## src/rtl/eth_mdio_master.sv

```systemverilog
// Clause-22 MDIO management master.
// Each accepted command is sent as one 64-bit management frame, MSB first,
// with MDC generated by a programmable half-period divider. Reads return the
// 16 data bits sampled on MDC rising edges, plus a turnaround error flag.
//
// state  | meaning
// IDLE   | waiting for a command; cmd_ready high
// SHIFT  | serialising the 64-bit frame, one bit per MDC period
// DONE   | one-cycle completion; rsp_valid high, pads released
module eth_mdio_master #(
    parameter int unsigned CLK_DIV = 25
) (
    input  logic        msoc_clk,
    input  logic        rst_int,
    input  logic        cmd_valid,
    output logic        cmd_ready,
    input  logic        cmd_write,
    input  logic [4:0]  cmd_phyad,
    input  logic [4:0]  cmd_regad,
    input  logic [15:0] cmd_wdata,
    output logic        rsp_valid,
    output logic [15:0] rsp_rdata,
    output logic        rsp_ta_err,
    output logic        busy,
    input  logic        phy_mdio_i,
    output logic        phy_mdio_o,
    output logic        phy_mdio_oe,
    output logic        phy_mdc
);

    typedef enum logic [1:0] {
        ST_IDLE  = 2'd0,
        ST_SHIFT = 2'd1,
        ST_DONE  = 2'd2
    } state_e;

    localparam logic [7:0] DIV_RELOAD = 8'(CLK_DIV - 1);

    state_e      state_q,     state_d;
    logic [7:0]  div_cnt_q,   div_cnt_d;
    logic [5:0]  bit_cnt_q,   bit_cnt_d;
    logic [63:0] tx_shift_q,  tx_shift_d;
    logic        is_write_q,  is_write_d;
    logic        mdc_q,       mdc_d;
    logic        mdio_o_q,    mdio_o_d;
    logic        mdio_oe_q,   mdio_oe_d;
    logic [15:0] rx_shift_q,  rx_shift_d;
    logic        ta_bad_q,    ta_bad_d;
    logic        rsp_valid_q, rsp_valid_d;
    logic [15:0] rsp_rdata_q, rsp_rdata_d;
    logic        rsp_ta_err_q, rsp_ta_err_d;

    logic [63:0] frame;
    logic        oe_next;

    // Frame image built from the live command fields; only captured on accept.
    // Read frames carry zeros after REGAD since the pad is released there.
    assign frame = {32'hFFFF_FFFF, 2'b01,
                    cmd_write ? 2'b01 : 2'b10,
                    cmd_phyad, cmd_regad,
                    cmd_write ? 2'b10 : 2'b00,
                    cmd_write ? cmd_wdata : 16'h0000};

    // A read keeps driving only up to and including REGAD (bit 45).
    assign oe_next = is_write_q | (bit_cnt_q < 6'd45);

    // State and datapath registers.
    always_ff @(posedge msoc_clk or posedge rst_int) begin
        if (rst_int) begin
            state_q      <= ST_IDLE;
            div_cnt_q    <= 8'd0;
            bit_cnt_q    <= 6'd0;
            tx_shift_q   <= 64'd0;
            is_write_q   <= 1'b0;
            mdc_q        <= 1'b0;
            mdio_o_q     <= 1'b0;
            mdio_oe_q    <= 1'b0;
            rx_shift_q   <= 16'd0;
            ta_bad_q     <= 1'b0;
            rsp_valid_q  <= 1'b0;
            rsp_rdata_q  <= 16'd0;
            rsp_ta_err_q <= 1'b0;
        end else begin
            state_q      <= state_d;
            div_cnt_q    <= div_cnt_d;
            bit_cnt_q    <= bit_cnt_d;
            tx_shift_q   <= tx_shift_d;
            is_write_q   <= is_write_d;
            mdc_q        <= mdc_d;
            mdio_o_q     <= mdio_o_d;
            mdio_oe_q    <= mdio_oe_d;
            rx_shift_q   <= rx_shift_d;
            ta_bad_q     <= ta_bad_d;
            rsp_valid_q  <= rsp_valid_d;
            rsp_rdata_q  <= rsp_rdata_d;
            rsp_ta_err_q <= rsp_ta_err_d;
        end
    end

    // Next-state, MDC divider, bit sequencing and read sampling.
    always_comb begin
        state_d      = state_q;
        div_cnt_d    = div_cnt_q;
        bit_cnt_d    = bit_cnt_q;
        tx_shift_d   = tx_shift_q;
        is_write_d   = is_write_q;
        mdc_d        = mdc_q;
        mdio_o_d     = mdio_o_q;
        mdio_oe_d    = mdio_oe_q;
        rx_shift_d   = rx_shift_q;
        ta_bad_d     = ta_bad_q;
        rsp_valid_d  = 1'b0;
        rsp_rdata_d  = rsp_rdata_q;
        rsp_ta_err_d = rsp_ta_err_q;

        case (state_q)
            ST_IDLE: begin
                if (cmd_valid) begin
                    state_d    = ST_SHIFT;
                    tx_shift_d = frame;
                    is_write_d = cmd_write;
                    div_cnt_d  = DIV_RELOAD;
                    bit_cnt_d  = 6'd0;
                    mdc_d      = 1'b0;
                    mdio_o_d   = frame[63];
                    mdio_oe_d  = 1'b1;
                    rx_shift_d = 16'd0;
                    ta_bad_d   = 1'b0;
                end
            end

            ST_SHIFT: begin
                if (div_cnt_q != 8'd0) begin
                    div_cnt_d = div_cnt_q - 8'd1;
                end else begin
                    div_cnt_d = DIV_RELOAD;
                    if (!mdc_q) begin
                        // Rising edge: the PHY's bit is sampled here.
                        mdc_d = 1'b1;
                        if (!is_write_q) begin
                            if (bit_cnt_q == 6'd47) begin
                                ta_bad_d = phy_mdio_i;
                            end
                            if (bit_cnt_q >= 6'd48) begin
                                rx_shift_d = {rx_shift_q[14:0], phy_mdio_i};
                            end
                        end
                    end else begin
                        // Falling edge: start of the next bit's low phase.
                        mdc_d = 1'b0;
                        if (bit_cnt_q == 6'd63) begin
                            state_d     = ST_DONE;
                            mdio_o_d    = 1'b0;
                            mdio_oe_d   = 1'b0;
                            rsp_valid_d = 1'b1;
                            if (is_write_q) begin
                                rsp_ta_err_d = 1'b0;
                            end else begin
                                rsp_rdata_d  = rx_shift_q;
                                rsp_ta_err_d = ta_bad_q;
                            end
                        end else begin
                            bit_cnt_d  = bit_cnt_q + 6'd1;
                            tx_shift_d = {tx_shift_q[62:0], 1'b0};
                            mdio_oe_d  = oe_next;
                            mdio_o_d   = tx_shift_q[62] & oe_next;
                        end
                    end
                end
            end

            ST_DONE: begin
                state_d = ST_IDLE;
            end

            default: begin
                state_d = ST_IDLE;
            end
        endcase
    end

    assign cmd_ready   = (state_q == ST_IDLE);
    assign busy        = ~cmd_ready | rsp_valid_q;
    assign rsp_valid   = rsp_valid_q;
    assign rsp_rdata   = rsp_rdata_q;
    assign rsp_ta_err  = rsp_ta_err_q;
    assign phy_mdc     = mdc_q;
    assign phy_mdio_o  = mdio_o_q;
    assign phy_mdio_oe = mdio_oe_q;

endmodule

```

## config.mk

```make
export PLATFORM = sky130hd
export DESIGN_NAME = eth_mdio_master
export DESIGN_NICKNAME = d
export VERILOG_FILES = /design/src/rtl/eth_mdio_master.sv
export SDC_FILE = /design/constraint.sdc
export NUM_CORES = 1
export LEC_CHECK = 0
export CAP_MARGIN = 30
export CORE_ASPECT_RATIO = 1.1
export CORE_UTILIZATION = 71
export CTS_BUF_LIST = sky130_fd_sc_hd__clkbuf_4 sky130_fd_sc_hd__clkbuf_8
export DETAILED_ROUTE_END_ITERATION = 8
export DONT_BUFFER_PORTS = 1
export PLACE_DENSITY = 0.85
export SYNTH_ARGS = -nofsm -noshare
export SYNTH_HDL_FRONTEND = slang
export SYNTH_SLANG_ARGS = --single-unit
```

## constraint.sdc

```tcl
create_clock -name msoc_clk -period 10.3 [get_ports msoc_clk]
set_clock_uncertainty 0.2 [all_clocks]
set_input_delay 1.545 -clock msoc_clk [delete_from_list [all_inputs] [get_ports msoc_clk]]
set_output_delay 1.545 -clock msoc_clk [all_outputs]
set_load 0.005 [all_outputs]
```

Word level (Yosys, flattened, before mapping)
Index checks and enable logic that the tools add are counted.
{"block": "word_totals", "register_bits": 118, "input_bits": 31, "out_inout_bits": 23, "elab_cells": 98}
{"block": "classes", "add_sub_neg": 2, "magnitude_cmp": 2, "eq_ne": 12, "mux": 50, "bitwise_logic": 6, "n_reduce_logical": 13}
{"cell": "63-bit 2-to-1 mux", "n": 4}
{"cell": "63-bit one-hot mux with 2 select lines", "n": 1}
{"cell": "16-bit 2-to-1 mux", "n": 6}
{"cell": "16-bit one-hot mux with 2 select lines", "n": 1}
{"cell": "6-bit 2-to-1 mux", "n": 4}
{"cell": "1-bit 2-to-1 mux", "n": 19}
{"cell": "2-bit != test (second input constant)", "n": 9}
{"cell": "8-bit 2-to-1 mux", "n": 2}
{"cell": "8-bit one-hot mux with 2 select lines", "n": 1}
{"cell": "6-bit == test (second input constant)", "n": 2}
{"cell": "2-bit 2-to-1 mux", "n": 6}
{"cell": "6-bit one-hot mux with 2 select lines", "n": 1}
{"cell": "4-bit AND reduction", "n": 3}
{"cell": "6-bit AND reduction", "n": 2}
{"cell": "5-bit AND reduction", "n": 2}
{"cell": "1-bit one-hot mux with 2 select lines", "n": 4}
{"cell": "8-bit nonzero test", "n": 1}
{"cell": "8-bit by 1-bit subtractor with 8-bit output (second input constant)", "n": 1}
{"cell": "6-bit by 1-bit adder with 6-bit output (second input constant)", "n": 1}
{"cell": "6-bit greater-or-equal comparator (second input constant)", "n": 1}
{"cell": "6-bit less-than comparator (second input constant)", "n": 1}
{"cell": "2-bit one-hot mux with 2 select lines", "n": 1}
{"cell": "2-bit AND reduction", "n": 2}
{"cell": "1-bit inverter", "n": 3}
{"cell": "other kinds (6)", "n": 7}

Logic depth before layout (Yosys ltp)
Gate-level depths: netlist of run 1.
{"block": "logic_depth", "depth_word": 7, "depth_mapped": 9, "depth_no_buf": 6}

Worst setup path after synthesis of run 1
No wires, ideal clock.
{"block": "synth_path", "path_type": "in2reg", "start": "input port cmd_valid", "end": "register bit_cnt_q[5]", "arrival_time_ns": 2.588, "slack_ns": 7.387, "cell_stages": 4, "n_path_buf": 1, "path_cell_list": "nor3b_1 > clkbuf_1 > nor2_1 > mux2_2"}
{"block": "synth_via", "elab_chain_len": 2}
{"item": "start, declared", "line_no": "15", "rtl": "input logic cmd_valid,"}
{"item": "2-bit != test (no source line)"}
{"item": "5-bit AND reduction (no source line)"}
{"item": "end signal, assigned", "line_no": "86", "rtl": "bit_cnt_q <= bit_cnt_d;"}
{"item": "end, declared", "line_no": "41", "rtl": "logic [5:0] bit_cnt_q, bit_cnt_d;"}
No other way between the ends.
A chain may end at the register's enable or synchronous reset.

Worst setup path after layout of run 1
{"block": "layout_path", "start": "register state_q[0]", "end": "output port busy"}
{"block": "layout_via", "elab_chain_len": 3}
{"item": "start, declared", "line_no": "39", "rtl": "state_e state_q, state_d;"}
{"item": "start signal, assigned", "line_no": "84", "rtl": "state_q <= state_d;"}
{"item": "2-bit zero test", "line_no": "182", "rtl": "assign cmd_ready = (state_q == ST_IDLE);"}
{"item": "1-bit inverter", "line_no": "183", "rtl": "assign busy = ~cmd_ready | rsp_valid_q;"}
{"item": "1-bit bitwise OR", "line_no": "183"}
{"item": "end, declared", "line_no": "24", "rtl": "output logic busy,"}
No other way between the ends.

==> results of run 1 <==
==> cells in the final DEF, fill, tap and decap left out, drive strengths merged, types with 4 or more instances in the layout <==
master | Yosys | final
a2bb2oi | 33 | 33
a21oi | 15 | 15
nand3 | 8 | 8
clkinv | 0 | 5
inv | 11 | 17
o21ai | 29 | 29
mux2i | 16 | 16
clkbuf | 29 | 17
buf | 11 | 8
mux2 | 17 | 17
dfrtp | 118 | 118
ha | 4 | 4
o32ai | 10 | 10
a32oi | 15 | 15
nor3 | 7 | 7
nor2 | 54 | 54
a31oi | 8 | 8
nand2 | 66 | 66
nor4 | 4 | 4
==> area by class of cell <==
| cell class | count | area [um^2] |
|---|---|---|
| flip-flops and latches | 118 | 2950 |
| inverters | 11 | 43.8 |
| fillers | 416 | 1420 |
| multi-input cells | 331 | 2110 |
| clock buffers | 17 | 234 |
| clock inverters | 15 | 144 |
| well taps | 85 | 106 |
| repair buffers | 8 | 76.3 |
==> sequential cells by signal, summed over array words and instances, names as in the netlist <==
signal / flops
bit_cnt_q: 6
div_cnt_q: 8
is_write_q: 1
phy_mdc: 1
phy_mdio_o: 1
phy_mdio_oe: 1
rsp_rdata: 16
rsp_ta_err: 1
rsp_valid: 1
rx_shift_q: 16
state_q: 2
ta_bad_q: 1
tx_shift_q: 63
==> tightest hold or removal path, stage by stage (launching register included) <==
cell     delay [ns]
dfrtp_1        0.35
nand3_1        0.06
o21ai_0        0.07
==> layer usage <==
metal  vias up  global-route usage, %  part of all wire [%]
li1       1789                      -                     -
met1      1967                   41.7                    43
met2       139                   47.7                    49
met3        15                   9.36                   6.4
met4         0                   11.9                   1.3
met5         -                      0                     0
==> kinds of logic (layout without fill, tap and decap cells) <==
family          after synthesis  count (layout)
mux                          33              33
fa+ha+maj                     4               4
flops                       118             118
buf+inv                      51              51
xor+xnor                      2               2
compound gates              126             126
simple gates                166             166
==> final timing paths <==
kind | startpoint | end | slack, ns
max reg2reg | div_cnt_q[5]$_DFFE_PP0P_ | tx_shift_q[11]$_DFFE_PP0P_ | 7.24
min in group asynchronous | rst_int | div_cnt_q[4]$_DFFE_PP0P_ | 0.86
max in group asynchronous | rst_int | tx_shift_q[29]$_DFFE_PP0P_ | 7.80
min | tx_shift_q[15]$_DFFE_PP0P_ | tx_shift_q[16]$_DFFE_PP0P_ | 0.31
min reg2reg | tx_shift_q[15]$_DFFE_PP0P_ | tx_shift_q[16]$_DFFE_PP0P_ | 0.31
max | state_q[0]$_DFFE_PP0P_ | busy | 7.15
==> report_power, final <==
part,switching (mW),total [mW],internal (mW)
Sequential,0.113,0.719,0.607
Combinational,0.124,0.263,0.139
Clock,0.205,0.400,0.196
==> flow_summary.json, run 1 <==
{
  "initial_core_util_pct": 74.4,
  "synth.mux.area_fraction_pct": 6.67,
  "violations": "DRC",
  "endpoint_kind": "output port",
  "hold_buffers": 0,
  "setup_ws_ns": 7.15,
  "synthAdderAreaFrac_pct": 0.949,
  "wl_per_cell_um": 18.3,
  "whs_ns": 0.314,
  "leakagePower_nw": 2.68,
  "worst_pin_slew_ns": 1.05,
  "via_per_inst": 6.68,
  "root_buffer": "clkbuf_8",
  "critPathMaxFanout": 12,
  "antenna_found_initial": 0,
  "drt_first_pass_iters": 7,
  "fp.coreArea_um2": 7090,
  "synthCells": 500,
  "period_minus_slack_ns": 3.15,
  "first_global_vias": 3834,
  "grt_usage_pct": 30.9,
  "status": "complete, but fails checks",
  "antenna_cells": 0,
  "numPortBuffers": 0,
  "drt_wl_total_um": 10700,
  "place_ws_ns": 6.90,
  "vdd_drop_max_uv": 143,
  "die-area_um2": 7770,
  "reg2reg_depth": 4,
  "worst_ep_arrival_time_ns": 1.40,
  "hpwl_um": 6660,
  "yosys.area_share.xor_xnor_pct": 0.332,
  "h-tree-depth": 4,
  "fin_cells": 585,
  "dr_total_vias": 3910,
  "synth_compound_area_share_pct": 17.4,
  "cp_slowest_cell": "dfrtp_1",
  "cts-buffers-inserted": 17,
  "drc_errors": 4,
  "row_count": 32,
  "grt_pass1_wl_um": 18500,
  "clkSinkCount": 118,
  "hold_violations": 0,
  "dp_cells": 553,
  "design_area_um2": 5660,
  "ios": 54,
  "clock_path_buffers": 2,
  "fmax_ghz": 0.318,
  "nNetsFinal": 522,
  "path_clk_slew_ns": 0.07,
  "path_buf_inv": 0,
  "antenna_left": 0,
  "yosysTopAreaCellShare_pct": 56.0,
  "ys_top_cells_by_area": "dfrtp_1 56%, a2bb2oi_1 5.5%, nand2_1 4.7%, nor2_1 3.8%, mux2_2 3.6%",
  "setup_viol": 0,
  "synth_enable_flop_cells": 0,
  "rsz0062_at_grt": "no",
  "final_util_pct": 79.9,
  "synth_area_um2": 5270,
  "drive_gt1_share_pct": 13.0,
  "slew_headroom_pct": 29.9,
  "synth_seq_area_share_pct": 56.0,
  "worstHoldPathCells": 2,
  "cellPowerDensity_nw_per_um2": 244,
  "fin_crit_sh_pct": 30.6,
  "cap_violations": 0,
  "worst-setup-path-type": "flip-flop to output port",
  "cts_setup_buffers": 0,
  "synthSimpleGateAreaFrac_pct": 14.4,
  "cts_tree": "done",
  "synth_top_family_by_area": "compound AO/OA/AOI/OAI gates",
  "synth-warning-count": 0,
  "cp.depth": 1,
  "postCtsResizedCells": 0,
  "path_cells": "or3_1",
  "yosysTopAreaCell": "dfrtp_1",
  "syn_area_per_cell_um2": 10.5,
  "grt_start_max_net_pins": 67,
  "synth-async-reset-ratio_pct": 100,
  "area_delta_synth_final_pct": 7.43,
  "synth_top_flop_cell": "dfrtp_1",
  "synth.most_common_cell": "dfrtp_1",
  "setup.worst_path.start_class": "flip-flop",
  "die_w_um": 84.2,
  "grt-ovfl-total": 0,
  "cp_top_family": "flip-flops",
  "tns_ns": 0,
  "report.final.slew_viol_count": 0,
  "die_h_um": 92.4,
  "ys_types": 51,
  "gp_congestion": 0.855,
  "placed_cell_area_um2": 5290,
  "worstSkewPairLatency_ns": 0.43,
  "hold_class": "flip-flop to flip-flop",
  "cpPeakStageDelay_ns": 0.52,
  "required_ns": 8.56,
  "finalPower_mw": 1.38,
  "ys_ff_latch": 118,
  "drt-initial-drc-count": 223,
  "synth_common_cells": "118 x dfrtp_1, 66 x nand2_1, 54 x nor2_1",
  "synth_nets": 535
}
No activity file was read; power rests on OpenSTA's default activity.
==> run 2: changes to the inputs <==
--- a/config.mk
+++ b/config.mk
@@ -5,13 +5,14 @@
 export SDC_FILE = /design/constraint.sdc
 export NUM_CORES = 1
 export LEC_CHECK = 0
+export ABC_AREA = 1
 export CAP_MARGIN = 30
 export CORE_ASPECT_RATIO = 1.1
-export CORE_UTILIZATION = 71
+export CORE_UTILIZATION = 66
 export CTS_BUF_LIST = sky130_fd_sc_hd__clkbuf_4 sky130_fd_sc_hd__clkbuf_8
 export DETAILED_ROUTE_END_ITERATION = 8
 export DONT_BUFFER_PORTS = 1
-export PLACE_DENSITY = 0.85
+export PLACE_DENSITY = 0.8
 export SYNTH_ARGS = -nofsm -noshare
 export SYNTH_HDL_FRONTEND = slang
 export SYNTH_SLANG_ARGS = --single-unit
==> constraint.sdc (replaced) <==
create_clock -name msoc_clk -period 3.3 [get_ports msoc_clk]
set_clock_uncertainty 0.2 [all_clocks]
set_input_delay 0.495 -clock msoc_clk [delete_from_list [all_inputs] [get_ports msoc_clk]]
set_output_delay 0.495 -clock msoc_clk [all_outputs]
set_load 0.005 [all_outputs]
==> flow_summary.json, run 2 <==
{
  "status": "completed",
  "h-tree-depth": 4,
  "first_global_vias": 4575,
  "whs_ns": 0.0660,
  "report.final.slew_viol_count": 0,
  "p_sw_mw": 2.39,
  "initial_core_util_pct": 69.0,
  "ys_types": 34,
  "vdd_drop_max_uv": 477,
  "drt_first_pass_iters": 5,
  "syn_area_per_cell_um2": 8.01,
  "synth.most_common_cell": "nand2_1",
  "synth_area_um2": 5860,
  "swShare_pct": 40.6,
  "yosysTopAreaCellShare_pct": 50.4,
  "dr_total_vias": 4716,
  "drt-initial-drc-count": 289,
  "die_w_um": 91.8,
  "yosysTopAreaCell": "dfrtp_1",
  "cellPowerDensity_nw_per_um2": 938,
  "r2r_slack_ns": 0.74,
  "synth_enable_flop_cells": 0,
  "cts_setup_buffers": 0,
  "synth_nets": 767,
  "synth-warning-count": 0,
  "p_comb_share_pct": 38.0,
  "drc_errors": 0,
  "tns_ns": 0,
  "setup.worst_path.start_class": "flip-flop",
  "critPathMaxFanout": 35,
  "hold_class": "primary input to flip-flop",
  "grt_pass1_wl_um": 20300,
  "slew_headroom_pct": 44.3,
  "hold_violations": 0,
  "synthCells": 732,
  "root_buffer": "clkbuf_8",
  "synth-async-reset-ratio_pct": 100,
  "worstSkewPairLatency_ns": 0.43,
  "leakagePower_nw": 3.10,
  "synth_top_flop_cell": "dfrtp_1",
  "antenna_cells": 0,
  "via_per_inst": 5.62,
  "drive_gt1_share_pct": 10.2,
  "ys_top_cells_by_area": "dfrtp_1 50%, nand2_1 20%, nand4_1 7.6%, inv_1 2.8%, o21ai_1 2.8%",
  "cts-buffers-inserted": 17,
  "required_ns": 3.43,
  "ios": 54,
  "drt_wl_total_um": 11400,
  "rsz0062_at_grt": "no",
  "antenna_found_initial": 0,
  "nNetsFinal": 750,
  "sequentialPowerShare_pct": 38.1,
  "wl_per_cell_um": 13.6,
  "worst_pin_slew_ns": 0.833,
  "clkSinkCount": 118,
  "place_ws_ns": 0.735,
  "setup_ws_ns": 0.737,
  "ys_ff_latch": 118,
  "fp.coreArea_um2": 8500,
  "worst-setup-path-type": "flip-flop to flip-flop",
  "cap_violations": 0,
  "layout_common_cells": "305 x nand2_1, 118 x dfrtp_1, 71 x nand4_1",
  "worst_ep_arrival_time_ns": 2.70,
  "regMostFlops": "tx_shift_q",
  "period_minus_slack_ns": 2.56,
  "antenna_left": 0,
  "fmax_ghz": 0.390,
  "grt-ovfl-total": 0,
  "row_count": 35,
  "path_clk_slew_ns": 0.07,
  "cts_tree": "done",
  "p_int_mw": 3.50,
  "grt_start_max_net_pins": 119,
  "power_frac_clock_pct": 23.9,
  "fillCellCount": 642,
  "postCtsResizedCells": 0,
  "die-area_um2": 9260,
  "mostFrequentLayoutCell": "nand2_1",
  "gp_congestion": 0.796,
  "hpwl_um": 6880,
  "fin_crit_sh_pct": 77.7,
  "hold_buffers": 1,
  "synth_seq_area_share_pct": 50.4,
  "setup_viol": 0,
  "clock_path_buffers": 2,
  "die_h_um": 101,
  "grt_usage_pct": 27.5,
  "endpoint_kind": "flip-flop",
  "synth_common_cells": "305 x nand2_1, 118 x dfrtp_1, 71 x nand4_1",
  "finalPower_mw": 5.89,
  "largest_reg_flops": 63,
  "numPortBuffers": 0,
  "area_delta_synth_final_pct": 7.11
}
-- run 2: changes by cell type after synthesis, moves of 20 or more --
cell       before  now
o21ai_1         0   33
nor2_1         54   25
a2bb2oi_1      33    0
inv_1          11   44
nand4_1         2   71
clkbuf_1       29    9
nand2_1        66  305
-- run 2: per-layer routing --
layer	share of wire, %	routed length [um]	vias up	global-route usage, %
met5	0	0	-	0
met4	1.6	186	0	10.3
met3	5.3	608	23	7.32
met2	49	5590	149	45.9
met1	44	5040	2227	34.6
li1	-	-	2317	-
-- run 2: cell type report --
type                            count  area, um^2  share of cell area (%)
Clock buffer                       17         234                    3.73
Clock inverter                     15         194                    3.09
Inverter                           50         191                    3.05
Multi-Input combinational cell    517        2440                    38.9
Sequential cell                   118        2950                    47.0
Tap cell                          111         139                    2.21
Timing Repair Buffer               11         123                    1.95
-- run 2: worst paths after layout --
path / start / to / cells after the start
worst max-delay path: state_q[1]$_DFFE_PP0P_ / rsp_rdata[11]$_DFFE_PP0P_ / 7
worst min-delay path: cmd_valid / state_q[0]$_DFFE_PP0P_ / 2
worst max register to register: state_q[1]$_DFFE_PP0P_ / rsp_rdata[11]$_DFFE_PP0P_ / 7
worst min register to register: tx_shift_q[41]$_DFFE_PP0P_ / tx_shift_q[41]$_DFFE_PP0P_ / 2
max in group asynchronous: rst_int / tx_shift_q[43]$_DFFE_PP0P_ / 3
min in group asynchronous: rst_int / rsp_ta_err$_DFFE_PP0P_ / 3
-- run 2: worst max-delay path: stages (launching register included) --
cell and delay, ns:
dfrtp_1 0.40, inv_2 0.15, nand2_4 0.22, inv_2 0.38, nand2_1 0.14, nor2_2 0.18, nand3_2 0.46, o21ai_1 0.33
-- run 2: kinds of logic (layout without fill, tap and decap cells) --
group,count (synthesis),after routing,synth area share [%]
buffers and inverters,97,93,8.05
DFF,118,118,50.4
and+or+nand+nor,453,453,34.9
adders and majority gates,4,4,0.854
AOI/OAI and AO/OA,55,55,5.06
xor gates and xnor gates,5,5,0.747
-- run 2: stage by stage --
stage                     cell area [um^2]  instances  utilization, %
after floorplan                       5860        732               -
after global placement                5840        806            68.7
after detailed placement              5840        806            68.7
after CTS                             6280        839            73.9
after global routing                  6280        839            73.9
final                                 6280        839            73.9
-- run 2: power by group through the flow --
| stage | Sequential, mW | Combinational (mW) | Clock, mW |
|---|---|---|---|
| floorplan | 2.18 | 1.92 | 0 |
| global placement | 2.24 | 2.15 | 0 |
| detailed placement | 2.26 | 2.23 | 0 |
| CTS | 2.24 | 2.26 | 1.43 |
| global route | 2.30 | 2.58 | 1.49 |
| finish | 2.24 | 2.24 | 1.41 |
==> run 3: changes to the inputs <==
==> constraint.sdc (replaced) <==
create_clock -name msoc_clk -period 2.5 [get_ports msoc_clk]
set_clock_uncertainty 0.2 [all_clocks]
set_input_delay 0.375 -clock msoc_clk [delete_from_list [all_inputs] [get_ports msoc_clk]]
set_output_delay 0.375 -clock msoc_clk [all_outputs]
set_load 0.005 [all_outputs]
==> flow_summary.json, run 3 (synthesized netlist as in run 2, its figures left out) <==
{
  "initial_core_util_pct": 69.0,
  "die-area_um2": 9260,
  "cap_violations": 0,
  "root_buffer": "clkbuf_8",
  "endpoint_kind": "flip-flop",
  "worstHoldPathCells": 4,
  "required_ns": 2.60,
  "die_w_um": 91.8,
  "period_minus_slack_ns": 2.27,
  "mostFrequentLayoutCell": "nand2_1",
  "drc_errors": 0,
  "p_int_mw": 4.61,
  "reg2reg_depth": 10,
  "setup_viol": 0,
  "die_h_um": 101,
  "cts_tree": "done",
  "cts-buffers-inserted": 17,
  "multi_input_area_um2": 2460,
  "drt-initial-drc-count": 400,
  "ff_latch_area_um2": 2950,
  "swShare_pct": 41.0,
  "antenna_found_initial": 0,
  "via_per_inst": 5.71,
  "grt_pass1_wl_um": 21300,
  "critPathMaxFanout": 32,
  "grt_start_max_net_pins": 69,
  "setup.worst_path.start_class": "flip-flop",
  "sequentialPowerShare_pct": 38.2,
  "fin_crit_sh_pct": 90.8,
  "regMostFlops": "tx_shift_q",
  "p_sw_mw": 3.20,
  "worst_ep_arrival_time_ns": 2.37,
  "clkSinkCount": 118,
  "gp_congestion": 0.842,
  "hpwl_um": 7290,
  "power_frac_clock_pct": 22.3,
  "worst-setup-path-type": "flip-flop to flip-flop",
  "hold_class": "primary input to flip-flop",
  "grt_usage_pct": 28.8,
  "clock_path_buffers": 2,
  "antenna_left": 0,
  "largest_reg_flops": 63,
  "h-tree-depth": 4,
  "hold_violations": 0,
  "fmax_ghz": 0.440,
  "area_delta_synth_final_pct": 9.69,
  "drt_first_pass_iters": 5,
  "nNetsFinal": 768,
  "placed_cell_area_um2": 5900,
  "path_clk_slew_ns": 0.07,
  "first_global_vias": 4726,
  "row_count": 35,
  "layout_common_cells": "305 x nand2_1, 118 x dfrtp_1, 71 x nand4_1",
  "antenna_cells": 0,
  "fillCellCount": 628,
  "ios": 54,
  "cellPowerDensity_nw_per_um2": 1210,
  "drive_gt1_share_pct": 10.9,
  "worstSkewPairLatency_ns": 0.42,
  "report.final.slew_viol_count": 0,
  "vdd_drop_max_uv": 687,
  "slew_headroom_pct": 62.9,
  "wl_per_cell_um": 14.4,
  "p_comb_share_pct": 39.5,
  "status": "completed",
  "worst_pin_slew_ns": 0.555,
  "tns_ns": 0,
  "fp.coreArea_um2": 8500,
  "rsz0062_at_grt": "no",
  "grt-ovfl-total": 0,
  "design_area_um2": 6430,
  "whs_ns": 0.0114,
  "drt_wl_total_um": 12400,
  "dr_total_vias": 4895,
  "leakagePower_nw": 3.16,
  "numPortBuffers": 0
}
[run 3: power by group through the flow]
stage / combinational, mW / clock, mW / sequential (mW)
finish: 3.09 / 1.74 / 2.98
global route: 3.53 / 1.85 / 3.06
CTS: 3.06 / 1.76 / 2.97
detailed placement: 3.02 / 0 / 2.99
global placement: 2.88 / 0 / 2.96
floorplan: 2.54 / 0 / 2.87
[run 3: worst paths after layout]
check                                                start                    endpoint  slack [ns]
worst max-delay path                state_q[1]$_DFFE_PP0P_    rsp_rdata[0]$_DFFE_PP0P_        0.23
worst min-delay path                          cmd_wdata[8]   tx_shift_q[8]$_DFFE_PP0P_        0.01
worst max register to register      state_q[1]$_DFFE_PP0P_    rsp_rdata[0]$_DFFE_PP0P_        0.23
worst min register to register  tx_shift_q[55]$_DFFE_PP0P_  tx_shift_q[55]$_DFFE_PP0P_        0.27
max in group asynchronous                          rst_int  tx_shift_q[25]$_DFFE_PP0P_        1.07
min in group asynchronous                          rst_int    div_cnt_q[2]$_DFFE_PP0P_        0.28
[run 3: metal layers]
layer / up-vias / routed length (um) / GRT usage, % / share of wire, %
met5: - / 0 / 0 / 0
met3: 19 / 589 / 6.26 / 4.8
li1: 2353 / - / - / -
met1: 2371 / 5460 / 37.4 / 44
met2: 152 / 6140 / 48.5 / 50
met4: 0 / 176 / 9.50 / 1.4
[run 3: cell type report]
class	instances	share of cell area [%]
Sequential cell	118	45.9
Multi-Input combinational cell	518	38.2
Timing Repair Buffer	28	4.52
Clock buffer	18	3.85
Inverter	50	2.98
Clock inverter	14	2.35
Tap cell	111	2.16
[run 3: critical path, stage by stage (launching register included)]
cell and delay (ns):
dfrtp_1 0.41, inv_2 0.17, nand2_4 0.06, inv_2 0.14, buf_4 0.34, nand2_1 0.14, nor2_2 0.20, nand3_2 0.07
buf_4 0.23, nand2_1 0.10, o21ai_1 0.07
[run 3: what timing repair did]
action | CTS | global route
resized for setup | 0 | 0
hold buffers | 12 | 0
hold endpoints to repair | 32 | 0
buffers inserted | 0 | 0
setup endpoints to repair | 0 | 2
[run 3: metrics by stage]
step                total power, mW  util [%]  worst slack (ns)  std cells
floorplan                      5.41         -             0.484        732
global placement               5.84      69.2             0.119        811
detailed placement             6.01      69.4             0.202        812
CTS                            7.78      75.5             0.183        856
global route                   8.44      75.7            0.0796        857
finish                         7.81      75.7             0.229        857
